<file path="src/rtl/sfx_sequencer.sv">
// Sound-effect sequencer: plays short ROM melodies on game events and drives the
// square-wave note generator (note_div, enable_sound, amplitude) one note at a time.
module sfx_sequencer #(
  parameter int unsigned TICK_DIV  = 1_000_000,
  parameter int unsigned GAP_TICKS = 1
) (
  input  logic        clk,
  input  logic        rst,
  input  logic        ev_start,
  input  logic        ev_eat,
  input  logic        ev_die,
  input  logic [1:0]  vol,
  input  logic        mute,
  output logic [21:0] note_div,
  output logic        enable_sound,
  output logic [15:0] amplitude,
  output logic        busy,
  output logic        done
);

  localparam int unsigned CycW  = (TICK_DIV > 1) ? $clog2(TICK_DIV) : 1;
  localparam int unsigned TickW = $clog2(30 + GAP_TICKS + 1);
  localparam logic [CycW-1:0]  CycLast = CycW'(TICK_DIV - 1);
  localparam logic [TickW-1:0] GapLast = TickW'(GAP_TICKS - 1);

  typedef enum logic [1:0] {StIdle, StPlay, StGap} state_e;

  // Melody id doubles as priority: 0 none, 1 start, 2 eat, 3 die.
  function automatic logic [2:0] mel_base(input logic [1:0] mel);
    case (mel)
      2'd2:    mel_base = 3'd3;
      2'd3:    mel_base = 3'd5;
      default: mel_base = 3'd0;
    endcase
  endfunction

  function automatic logic [1:0] mel_last(input logic [1:0] mel);
    mel_last = (mel == 2'd2) ? 2'd1 : 2'd2;
  endfunction

  function automatic logic [21:0] rom_div(input logic [2:0] idx);
    case (idx)
      3'd0:    rom_div = 22'd95601;
      3'd1:    rom_div = 22'd75872;
      3'd2:    rom_div = 22'd63775;
      3'd3:    rom_div = 22'd75872;
      3'd4:    rom_div = 22'd56817;
      3'd5:    rom_div = 22'd127550;
      3'd6:    rom_div = 22'd151514;
      default: rom_div = 22'd190838;
    endcase
  endfunction

  function automatic logic [4:0] rom_dur(input logic [2:0] idx);
    case (idx)
      3'd0, 3'd1:       rom_dur = 5'd10;
      3'd2, 3'd5, 3'd6: rom_dur = 5'd15;
      3'd3:             rom_dur = 5'd5;
      3'd4:             rom_dur = 5'd8;
      default:          rom_dur = 5'd30;
    endcase
  endfunction

  state_e            state_q, state_d;
  logic [1:0]        mel_q, mel_d;
  logic [1:0]        note_q, note_d;
  logic [CycW-1:0]   cyc_q, cyc_d;
  logic [TickW-1:0]  tick_q, tick_d;
  logic [21:0]       div_q, div_d;
  logic [15:0]       amp_q, amp_d;
  logic              done_q, done_d;

  logic              tick_end;
  logic [1:0]        ev_mel;
  logic [2:0]        cur_idx;
  logic [TickW-1:0]  dur_last;
  logic              load;
  logic [1:0]        load_mel;
  logic [1:0]        load_note;
  logic [2:0]        vol_p1;

  always_comb begin
    state_d   = state_q;
    mel_d     = mel_q;
    note_d    = note_q;
    cyc_d     = cyc_q;
    tick_d    = tick_q;
    div_d     = div_q;
    amp_d     = amp_q;
    done_d    = 1'b0;
    load      = 1'b0;
    load_mel  = mel_q;
    load_note = note_q;

    tick_end = (cyc_q == CycLast);
    cur_idx  = mel_base(mel_q) + {1'b0, note_q};
    dur_last = TickW'(rom_dur(cur_idx)) - TickW'(1);
    vol_p1   = {1'b0, vol} + 3'd1;

    if (ev_die)        ev_mel = 2'd3;
    else if (ev_eat)   ev_mel = 2'd2;
    else if (ev_start) ev_mel = 2'd1;
    else               ev_mel = 2'd0;

    // mel_q is 0 when idle, so any event starts; while active only higher priority pre-empts.
    if (ev_mel > mel_q) begin
      load      = 1'b1;
      load_mel  = ev_mel;
      load_note = 2'd0;
    end else begin
      unique case (state_q)
        StPlay: begin
          cyc_d = tick_end ? '0 : cyc_q + 1'b1;
          if (tick_end) begin
            if (tick_q == dur_last) begin
              tick_d = '0;
              if (note_q == mel_last(mel_q)) begin
                state_d = StIdle;
                mel_d   = 2'd0;
                note_d  = 2'd0;
                div_d   = '0;
                amp_d   = '0;
                done_d  = 1'b1;
              end else begin
                state_d = StGap;
              end
            end else begin
              tick_d = tick_q + 1'b1;
            end
          end
        end
        StGap: begin
          cyc_d = tick_end ? '0 : cyc_q + 1'b1;
          if (tick_end) begin
            if (tick_q == GapLast) begin
              load      = 1'b1;
              load_note = note_q + 2'd1;
            end else begin
              tick_d = tick_q + 1'b1;
            end
          end
        end
        default: ;
      endcase
    end

    if (load) begin
      state_d = StPlay;
      mel_d   = load_mel;
      note_d  = load_note;
      cyc_d   = '0;
      tick_d  = '0;
      div_d   = rom_div(mel_base(load_mel) + {1'b0, load_note});
      amp_d   = {2'b00, vol_p1, 11'd0};
    end
  end

  always_ff @(posedge clk) begin
    if (rst) begin
      state_q <= StIdle;
      mel_q   <= 2'd0;
      note_q  <= 2'd0;
      cyc_q   <= '0;
      tick_q  <= '0;
      div_q   <= '0;
      amp_q   <= '0;
      done_q  <= 1'b0;
    end else begin
      state_q <= state_d;
      mel_q   <= mel_d;
      note_q  <= note_d;
      cyc_q   <= cyc_d;
      tick_q  <= tick_d;
      div_q   <= div_d;
      amp_q   <= amp_d;
      done_q  <= done_d;
    end
  end

  assign note_div     = div_q;
  assign amplitude    = amp_q;
  assign done         = done_q;
  assign busy         = (state_q != StIdle);
  assign enable_sound = (state_q == StPlay) & ~mute;

endmodule
</file>
<file path="config.mk">
export PLATFORM = sky130hd
export DESIGN_NAME = sfx_sequencer
export DESIGN_NICKNAME = d
export VERILOG_FILES = /design/src/rtl/sfx_sequencer.sv
export SDC_FILE = /design/constraint.sdc
export NUM_CORES = 1
export LEC_CHECK = 0
export ABC_AREA = 1
export ABC_CLOCK_PERIOD_IN_PS = 3200
export BUFFER_PORTS_ARGS = -buffer_cell sky130_fd_sc_hd__buf_2
export CORE_MARGIN = 2
export CORE_UTILIZATION = 55
export CTS_CLUSTER_SIZE = 30
export DETAILED_ROUTE_END_ITERATION = 10
export PLACE_DENSITY_LB_ADDON = 0.1
export SLEW_MARGIN = 20
export SYNTH_ARGS = -nofsm -noshare
export SYNTH_HDL_FRONTEND = slang
export SYNTH_SLANG_ARGS = --single-unit
</file>
<file path="constraint.sdc">
create_clock -name clk -period 3.2 [get_ports clk]
set_clock_uncertainty 0.1 [all_clocks]
set_input_delay 0 -clock clk [delete_from_list [all_inputs] [get_ports clk]]
set_output_delay 0 -clock clk [all_outputs]
set_load 0.005 [all_outputs]
</file>
==> impl_metrics.csv, run 1 <==
group,metric,value,unit
global_routing,grt_pass1_vias,2778,
cts,numCtsBuffers,5,
global_routing,grt_util_all_layers,24.0,%
floorplan,floorplan.initialDensity,57.9,%
sta,period_minus_slack,2960,ps
setup_path,r2r_slack,240,ps
drt,vias_per_cell,5.37,
global_routing,grt.met2_usage,38.7,%
drt,dr.pass1.iters,5,
drt,wl,7350,um
placed_design,pre_cts_slack,131,ps
finish,area_growth,9.69,%
sta,max_freq,337,MHz
setup_path,worst_r2r_path_depth,15,
synth,synth.avg_cell_area,6.94,sq um
global_routing,grt_max_degree,33,
synth,synthSimpleGateAreaFrac,36.2,%
setup_path,crit_path_cell_trace,"ha_2 > nand2_1 > nor2_4 > nand2_1 > nor3_2 > nand3_2 > a21oi_1 > ha_1 > inv_1 > fa_2 > inv_1 > nor2_1 > nand2_1 > nand3_1 > a21oi_1",
cts,tritoncts,"yes",
global_routing,grt_antenna_before_repair,0,
sta,tightest_slew,585,ps
synth,synth_compound_area_share,9.84,%
setup_path,end_kind,"register",
cts,clock_latency,310,ps
sta,hold_viol,0,
drt,antenna_left,0,
floorplan,ios,49,
synth,ys_ff_latch,52,
synth,synth_top_family_by_area,"simple AND/OR/NAND/NOR gates",
drt,drc,0,
finish,diodes,0,
floorplan,dieWidth,80.6,um
finish,regArea,1040,sq um
sta,hold_ws,45.1,ps
floorplan,rows,27,
drt,drtIter0Drc,290,
pwr,p_switching,0.769,mW
cts,cts-root-buf,"clkbuf_8",
synth,synth-xor-area-share,2.17,%
placed_design,dp_hpwl,5270,um
pwr,pwr-share-comb,39.6,%
global_routing,grt_pass1_wl,12400,um
sta,setup_ws,235,ps
floorplan,die_h,80.6,um
pwr,swShare,39.6,%
pwr,cellLeakagePower,1.46,nW
setup_path,cp.required,3290,ps
global_routing,met3_usage,3.71,%
global_routing,gr-usage-met1,33.4,%
synth,ys_warn_count,0,
setup_path,setup.worst_path.class,"register to register",
setup_path,r2r_start,"cyc_q[0]$_SDFFE_PP0P_",
setup_path,crit_top_cell,"nand2_1",
synth,synth_cell_types,38,
outcome,status,"complete, no violations",
global_routing,grt-busiest-layer,"met2",
sta,maxSlewHeadroom,60.8,%
finish,drive_gt1_share,16.4,%
sta,setup_violations,0,
synth,synth_seq_area_share,32.2,%
finish,layout.nets,521,
drt,via_count,3065,
hold_path,holdCritStartpoint,"rst",
pwr,intPower,1.17,mW
synth,synth_fa_ha_area_share,6.28,%
pwr,ir_worst_vdd,375,uV
setup_path,cp.arrival,3050,ps
pwr,clkPwrFrac,20.8,%
sta,slew_violations,0,
synth,syn_inst,465,
floorplan,coreArea,5570,sq um
cts,htreeDepth,2,
cts,clock_path_buffers,2,
setup_path,reg2reg_to,"note_div[11]$_SDFFE_PP0P_",
hold_path,whs_path_depth,2,
hold_path,hp-class,"input pin to register",
global_routing,overflow,0,
finish,multi_input_comb_area,1870,sq um
pwr,power_frac_seq,39.7,%
synth,muxShareOfSynthArea,0,%
sta,setup_tns,0,ps
finish,num-fill-cells,545,
sta,fin_crit_sh,92.6,%
cts,numClockSinks,52,
synth,netlist_area,3230,sq um
pwr,p_per_area,548,nW/um^2
setup_path,slowest_stage,"fa_2",
setup_path,max_stage_delay,630,ps
placed_design,portBuffers,31,
setup_path,start_kind,"register",
cts,clk_pin_slew,100,ps
run,cap_violations,0,
placed_design,gp_congestion,0.915,
floorplan,dieArea,6500,sq um
drt,wire_per_inst,12.9,um
setup_path,cp_max_fo,6,
hold_path,holdPathEnd,"note_div[17]$_SDFFE_PP0P_",
power by group through the flow:
stage	Clock, mW	Combinational, mW	Sequential [mW]
after floorplan	0	0.539	0.795
after CTS	0.417	0.741	0.769
after detailed placement	0	0.735	0.784
final	0.403	0.768	0.770
after global routing	0.440	0.874	0.780
after global placement	0	0.729	0.783
metal layers:
| layer | part of all wire [%] | vias up | wire length [um] |
|---|---|---|---|
| met1 | 47 | 1385 | 3480 |
| li1 | - | 1565 | - |
| met2 | 45 | 109 | 3300 |
| met5 | 0 | - | 0 |
| met3 | 6.9 | 6 | 506 |
| met4 | 0.83 | 0 | 61 |
synthesized netlist by cell type, drive strengths merged:
cell    number  area, sq um
fa           2         40.0
o31ai        1         7.51
xor2         6         52.6
buf         25          188
nand2       96          373
nor3b        5         37.5
o21ai       13         76.3
inv         57          214
o21bai       2         18.8
clkbuf       6         22.5
a21oi       38          190
or2          5         31.3
nand3       60          343
dfxtp       52         1040
nor4         3         18.8
a211oi       2         15.0
xnor2        2         17.5
o211a        1         10.0
conb         1         3.75
nor3        18          105
nand4       15         93.8
ha          13          163
nor2        41          159
nand3b       1         7.51
state kept, by name (all words and copies together), names as in the netlist:
name	count
note_q	2
amplitude	3
note_div	17
tick_q	5
cyc_q	20
state_q	2
done	1
mel_q	2
cell usage in the layout, fill, tap and decap left out, drive strengths merged:
master,count
o21ai,13
clkinvlp,2
nor3b,5
o211a,1
nand3b,1
dfxtp,52
conb,17
nand4,15
xor2,6
o21bai,2
buf,38
nand3,61
nor3,18
xnor2,2
clkbuf,6
ha,13
fa,2
nor4,3
a211oi,2
o31ai,1
nand2,96
or2,5
a21oi,38
inv,57
nor2,41
dlygate4sd3,2
through the flow:
step           std cells  util (%)  power (mW)  instance area (sq um)
2_1_floorplan        481         -        1.33                   3290
3_3_place_gp         558      60.3        1.51                   3360
3_5_place_dp         558      60.3        1.52                   3360
4_1_cts              568      62.4        1.93                   3480
5_1_grt              571      63.5        2.09                   3540
6_report             571      63.5        1.94                   3540
worst max-delay path: cells and delay by family (launching register included):
| kind | cells | cell delay (ps) |
|---|---|---|
| AOI/OAI and AO/OA | 2 | 300 |
| adders and majority gates | 3 | 1000 |
| buffers and inverters | 2 | 140 |
| DFF | 1 | 350 |
| and+or+nand+nor | 8 | 950 |
timing repair:
item / CTS / global route
endpoints found under the hold margin: 3 / 0
setup buffers: 0 / 2
gates resized for setup: 0 / 12
hold buffers: 2 / 0
endpoints found under the setup margin: 0 / 25
cell families (layout without fill, tap and decap cells):
family	Yosys count	count (layout)
AND/OR/NAND/NOR	244	245
flip-flops	52	52
AO/OA/AOI/OAI	57	57
adder cells (fa/ha/maj)	15	15
other	1	17
XOR/XNOR	8	8
buffers and inverters	88	105
worst max path at each step:
stage / startpoint / endpoint / slack, ps
2_1_floorplan: cyc_q[0]$_SDFFE_PP0P_ / note_div[16]$_SDFFE_PP0P_ / 430
3_3_place_gp: cyc_q[0]$_SDFFE_PP0P_ / note_div[3]$_SDFFE_PP0P_ / 270
3_5_place_dp: cyc_q[0]$_SDFFE_PP0P_ / note_div[16]$_SDFFE_PP0P_ / 130
4_1_cts: cyc_q[0]$_SDFFE_PP0P_ / note_div[16]$_SDFFE_PP0P_ / 100
5_1_grt: cyc_q[0]$_SDFFE_PP0P_ / note_div[15]$_SDFFE_PP0P_ / -10
6_report: cyc_q[0]$_SDFFE_PP0P_ / note_div[11]$_SDFFE_PP0P_ / 240
area by class of cell:
class	count	area share, %
Clock buffer	6	2.33
Clock inverter	2	0.424
Inverter	57	6.04
Multi-Input combinational cell	342	52.8
Sequential cell	52	29.5
Tap cell	72	2.54
Timing Repair Buffer	40	6.43
(Power assumes the default switching activity.)
==> run 2: changes to the inputs <==
--- a/config.mk
+++ b/config.mk
@@ -11,3 +11,3 @@
 export CORE_MARGIN = 2
-export CORE_UTILIZATION = 55
+export CORE_UTILIZATION = 47
 export CTS_CLUSTER_SIZE = 30
@@ -19 +19,2 @@
 export SYNTH_SLANG_ARGS = --single-unit
+export TNS_END_PERCENT = 5
--- a/constraint.sdc
+++ b/constraint.sdc
@@ -4,2 +4,2 @@
 set_output_delay 0 -clock clk [all_outputs]
-set_load 0.005 [all_outputs]
+set_load 0.1 [all_outputs]
==> run 2 against run 1 <==
  * Sequential share of layout area decreased by 0.17 points
  * Cell count increased by 0.70%
  * Critical path type unchanged
  * The flow now finishes with violations (negative hold slack)
  * Clock power increased by 31%
  * Combinational power increased by 80%
==> impl_metrics.csv, run 2 (synthesized netlist as in run 1, its figures left out) <==
group,metric,value,unit
setup_path,cp.arrival,3060,ps
pwr,ir_worst_vdd,566,uV
placed_design,gp_congestion,0.901,
sta,tightest_slew,641,ps
sta,setup_violations,0,
global_routing,grt_pass1_vias,2635,
finish,fin_util,52.9,%
sta,period_minus_slack,2960,ps
drt,drtIter0Drc,272,
floorplan,floorplan.initialDensity,48.0,%
setup_path,start_kind,"register",
drt,wl,7400,um
setup_path,r2r_start,"cyc_q[1]$_SDFFE_PP0P_",
drt,antenna_left,0,
drt,drc,0,
finish,diodes,0,
cts,clk_pin_slew,100,ps
outcome,status,"complete, but fails checks",
floorplan,die_h,86.9,um
sta,hold_ws,-7.92,ps
sta,slew_violations,0,
finish,top_register,"cyc_q",
drt,wire_per_inst,12.9,um
run,cap_violations,0,
finish,area_growth,10.2,%
setup_path,cp.required,3300,ps
cts,numClockSinks,52,
global_routing,grt_antenna_before_repair,0,
setup_path,cp_max_fo,6,
finish,layout_common_cells,"nand2_1, nand3_1, inv_1, dfxtp_1",
global_routing,grt_max_degree,33,
cts,post_cts_buffers,0,
cts,tritoncts,"yes",
floorplan,ios,49,
drt,via_count,3036,
hold_path,hp-class,"input pin to register",
setup_path,setup.worst_path.class,"register to register",
drt,dr.pass1.iters,6,
sta,maxSlewHeadroom,56.9,%
sta,fin_crit_sh,92.5,%
finish,drive_gt1_share,15.2,%
placed_design,portBuffers,31,
finish,layout.nets,518,
outcome,failed_checks,"negative hold slack",
sta,hold_viol,1,
cts,htreeDepth,2,
pwr,fin_total_pwr,2.68,mW
floorplan,dieWidth,86.9,um
cts,numCtsBuffers,5,
setup_path,r2r_slack,240,ps
global_routing,grt_pass1_wl,12000,um
setup_path,cp-startpoint,"cyc_q[1]$_SDFFE_PP0P_",
cts,clock_path_buffers,2,
cts,cts-root-buf,"clkbuf_8",
global_routing,overflow,0,
finish,mostFrequentLayoutCell,"nand2_1",
pwr,cellLeakagePower,1.47,nW
drt,vias_per_cell,5.28,
floorplan,rows,30,
setup_path,end_kind,"register",
sta,max_freq,338,MHz
cts,clock_latency,300,ps
hold_path,holdCritStartpoint,"vol[1]",
floorplan,coreArea,6720,sq um
floorplan,dieArea,7550,sq um
finish,largest_register_ffs,20,
global_routing,grt_util_all_layers,19.5,%
pwr,p_per_area,754,nW/um^2
placed_design,dp_hpwl,5330,um
==> run 2: worst paths after layout <==
kind	to	cells after the start
worst max-delay path	note_div[8]$_SDFFE_PP0P_	16
worst min-delay path	amplitude[12]$_SDFFE_PP0P_	4
worst max register to register	note_div[8]$_SDFFE_PP0P_	16
worst min register to register	cyc_q[0]$_SDFFE_PP0P_	1
==> run 2: layout make-up <==
type	instances	area, sq um
fillers	696	3160
inverters	57	214
flip-flops and latches	52	1040
well taps	80	100
clock inverters	2	60.1
multi-input cells	342	1870
repair buffers	37	203
clock buffers	5	68.8
==> run 2: what timing repair did <==
action                                  4_1_cts  5_1_grt
endpoints found under the setup margin        0       22
hold buffers                                  1        0
endpoints found under the hold margin         1        0
resized for setup                             0        9
==> run 2: per-stage QoR <==
| stage | setup slack (ps) | hold WS, ps | std cells | area (sq um) | TNS, ps |
|---|---|---|---|---|---|
| finish | 240 | -7.92 | 575 | 3560 | 0 |
| global route | -3.75 | 51.8 | 575 | 3560 | -3.75 |
| CTS | 102 | 0.196 | 574 | 3510 | 0 |
| detailed placement | 125 | 208 | 566 | 3370 | 0 |
| global placement | 266 | 206 | 566 | 3370 | 0 |
| floorplan | 432 | 92.1 | 481 | 3290 | 0 |
==> run 2: report_power, final <==
part	switching, mW	total (mW)	internal [mW]
Sequential	0.0489	0.777	0.728
Combinational	1.12	1.38	0.262
Clock	0.218	0.526	0.308
Total	1.38	2.68	1.30
==> run 2: per-layer routing <==
layer	routed length [um]	global-route usage, %
met5	0	0
met4	92	4.83
met3	331	2.18
met2	3220	30.0
met1	3750	29.0
==> run 2: critical path, stage by stage (launching register included) <==
cell and delay, ps:
dfxtp_1 360, ha_1 200, nand2_1 110, nor2_4 150
nand2_1 100, nor3_4 140, nand3_2 130, inv_1 120
nand2_1 80, nand2_1 90, nand3_1 110, fa_2 680
inv_1 100, nand3_1 120, o21ai_1 70, nor2_1 140
nor2_1 60
==> run 3: changes to the inputs <==
Settings changed: RECOVER_POWER set to 50.
==> run 3 against run 2 <==
  * Combinational power hardly changed
  * Cell area fell by 1.1%
  * Worst setup slack improved by 6.3 ps
  * Flip-flop and latch count is the same
  * Non-clock buffer count is the same
  * Hold slack about the same
  * First-iteration DRC count grew 5.1%
  * Fmax is 0.21% higher
  * Count of clock-buffer cells in the layout is the same
  * Cell count did not move
  * The flow still finishes with violations (negative hold slack)
  * Clock power is essentially flat
==> impl_metrics.csv, run 3 (synthesized netlist as in run 1, its figures left out) <==
group,metric,value,unit
outcome,status,"complete, but fails checks",
outcome,failed_checks,"negative hold slack",
global_routing,grt_pass1_vias,2635,
sta,hold_ws,-7.51,ps
floorplan,dieArea,7550,sq um
pwr,cellLeakagePower,1.37,nW
floorplan,die_h,86.9,um
drt,vias_per_cell,5.23,
setup_path,crit_path_cell_trace,"ha_1 > nand2_1 > nor2_4 > nand2_1 > nor3_4 > nand3_2 > inv_1 > nand2_1 > nand2_1 > a21oi_1 > ha_1 > inv_1 > fa_2 > inv_1 > nor2_1 > nor2_1 > nand2_1 > a21oi_1",
placed_design,dp_hpwl,5330,um
global_routing,overflow,0,
run,cap_violations,0,
placed_design,portBuffers,31,
setup_path,crit_top_cell,"nand2_1",
hold_path,hp-class,"input pin to register",
placed_design,placed_area,3370,sq um
finish,mostFrequentLayoutCell,"nand2_1",
pwr,p_per_area,754,nW/um^2
finish,area_growth,9.03,%
setup_path,cp_max_fo,6,
cts,post_cts_buffers,0,
cts,cts-root-buf,"clkbuf_8",
setup_path,slowest_stage,"fa_2",
finish,top_register,"cyc_q",
cts,htreeDepth,2,
floorplan,coreArea,6720,sq um
finish,layout.nets,518,
floorplan,ios,49,
setup_path,critPathTopFamily,"simple AND/OR/NAND/NOR gates",
cts,tritoncts,"yes",
finish,largest_register_ffs,20,
finish,diodes,0,
cts,clock_latency,300,ps
finish,layout_common_cells,"nand2_1, nand3_1, inv_1",
sta,slew_violations,0,
setup_path,end_kind,"register",
floorplan,rows,30,
drt,dr.pass1.iters,5,
global_routing,grt_antenna_before_repair,0,
setup_path,cp.arrival,3090,ps
pwr,fin_total_pwr,2.65,mW
sta,tightest_slew,1170,ps
sta,maxSlewHeadroom,22.0,%
setup_path,cp.required,3330,ps
sta,fin_crit_sh,92.3,%
cts,clk_pin_slew,100,ps
cts,numClockSinks,52,
cts,clock_path_buffers,2,
floorplan,floorplan.initialDensity,48.0,%
global_routing,grt_pass1_wl,12000,um
placed_design,post-place-cells,566,
drt,via_count,3008,
pwr,ir_worst_vdd,567,uV
global_routing,grt_max_degree,33,
sta,max_freq,339,MHz
drt,wire_per_inst,12.9,um
cts,numCtsBuffers,5,
drt,wl,7410,um
setup_path,setup.worst_path.class,"register to register",
sta,setup_violations,0,
setup_path,start_kind,"register",
drt,drtIter0Drc,286,
sta,hold_viol,1,
finish,fin_cells,575,
finish,drive_gt1_share,9.70,%
drt,antenna_left,0,
setup_path,max_stage_delay,500,ps
setup_path,critPathBufInv,3,
global_routing,grt_util_all_layers,19.5,%
drt,drc,0,
finish,final_cell_area,3520,sq um
floorplan,dieWidth,86.9,um
sta,period_minus_slack,2950,ps
finish,num-fill-cells,700,
placed_design,gp_congestion,0.901,
-- run 3: metrics by stage --
stage	util (%)	TNS, ps	setup slack [ps]
2_1_floorplan	-	0	432
3_3_place_gp	50.2	0	266
3_5_place_dp	50.2	0	125
4_1_cts	52.2	0	102
5_1_grt	52.4	-4.49	-4.49
6_report	52.4	0	246
-- run 3: worst register-to-register path, stage by stage, from the launching register on --
cell and delay (ps):
dfxtp_1 360, ha_1 200, nand2_1 110, nor2_4 150, nand2_1 100, nor3_4 140, nand3_2 130, inv_1 120
nand2_1 80, nand2_1 70, a21oi_1 60, ha_1 200, inv_1 60, fa_2 500, inv_1 130, nor2_1 60
nor2_1 110, nand2_1 70, a21oi_1 150
-- run 3: what timing repair did --
action                                 in CTS  in global routing
setup endpoints to repair                   0                 22
endpoints found under the hold margin       1                  0
hold buffers                                1                  0
gates resized for setup                     0                  9
-- run 3: layer usage --
metal	vias to the layer above	routed length, um	track usage (%)
li1	1557	-	-
met1	1377	3790	29.0
met2	67	3210	30.0
met3	7	317	2.18
met4	0	92	4.83
met5	-	0	0
-- run 3: layout make-up --
| class | instances | area, sq um | share of cell area [%] |
|---|---|---|---|
| timing repair buffer | 37 | 169 | 4.80 |
| inverter | 57 | 214 | 6.08 |
| clock inverter | 2 | 60.1 | 1.71 |
| multi-input combinational | 342 | 1870 | 53.0 |
| clock buffer | 5 | 68.8 | 1.96 |
| sequential | 52 | 1040 | 29.6 |
| tap | 80 | 100 | 2.84 |
-- run 3: where the power goes --
part / internal [mW] / switching [mW] / leakage [nW]
Clock: 0.308 / 0.219 / 0.0642
Sequential: 0.728 / 0.0506 / 0.424
Combinational: 0.232 / 1.12 / 0.882
Total: 1.27 / 1.38 / 1.37
-- run 3: path summary, 6_finish.rpt --
kind,startpoint,to,slack [ps],depth (start not counted)
min,vol[1],amplitude[12]$_SDFFE_PP0P_,-8,4
max,cyc_q[1]$_SDFFE_PP0P_,note_div[1]$_SDFFE_PP0P_,250,18
max reg2reg,cyc_q[1]$_SDFFE_PP0P_,note_div[1]$_SDFFE_PP0P_,250,18
min reg2reg,cyc_q[0]$_SDFFE_PP0P_,cyc_q[0]$_SDFFE_PP0P_,360,1
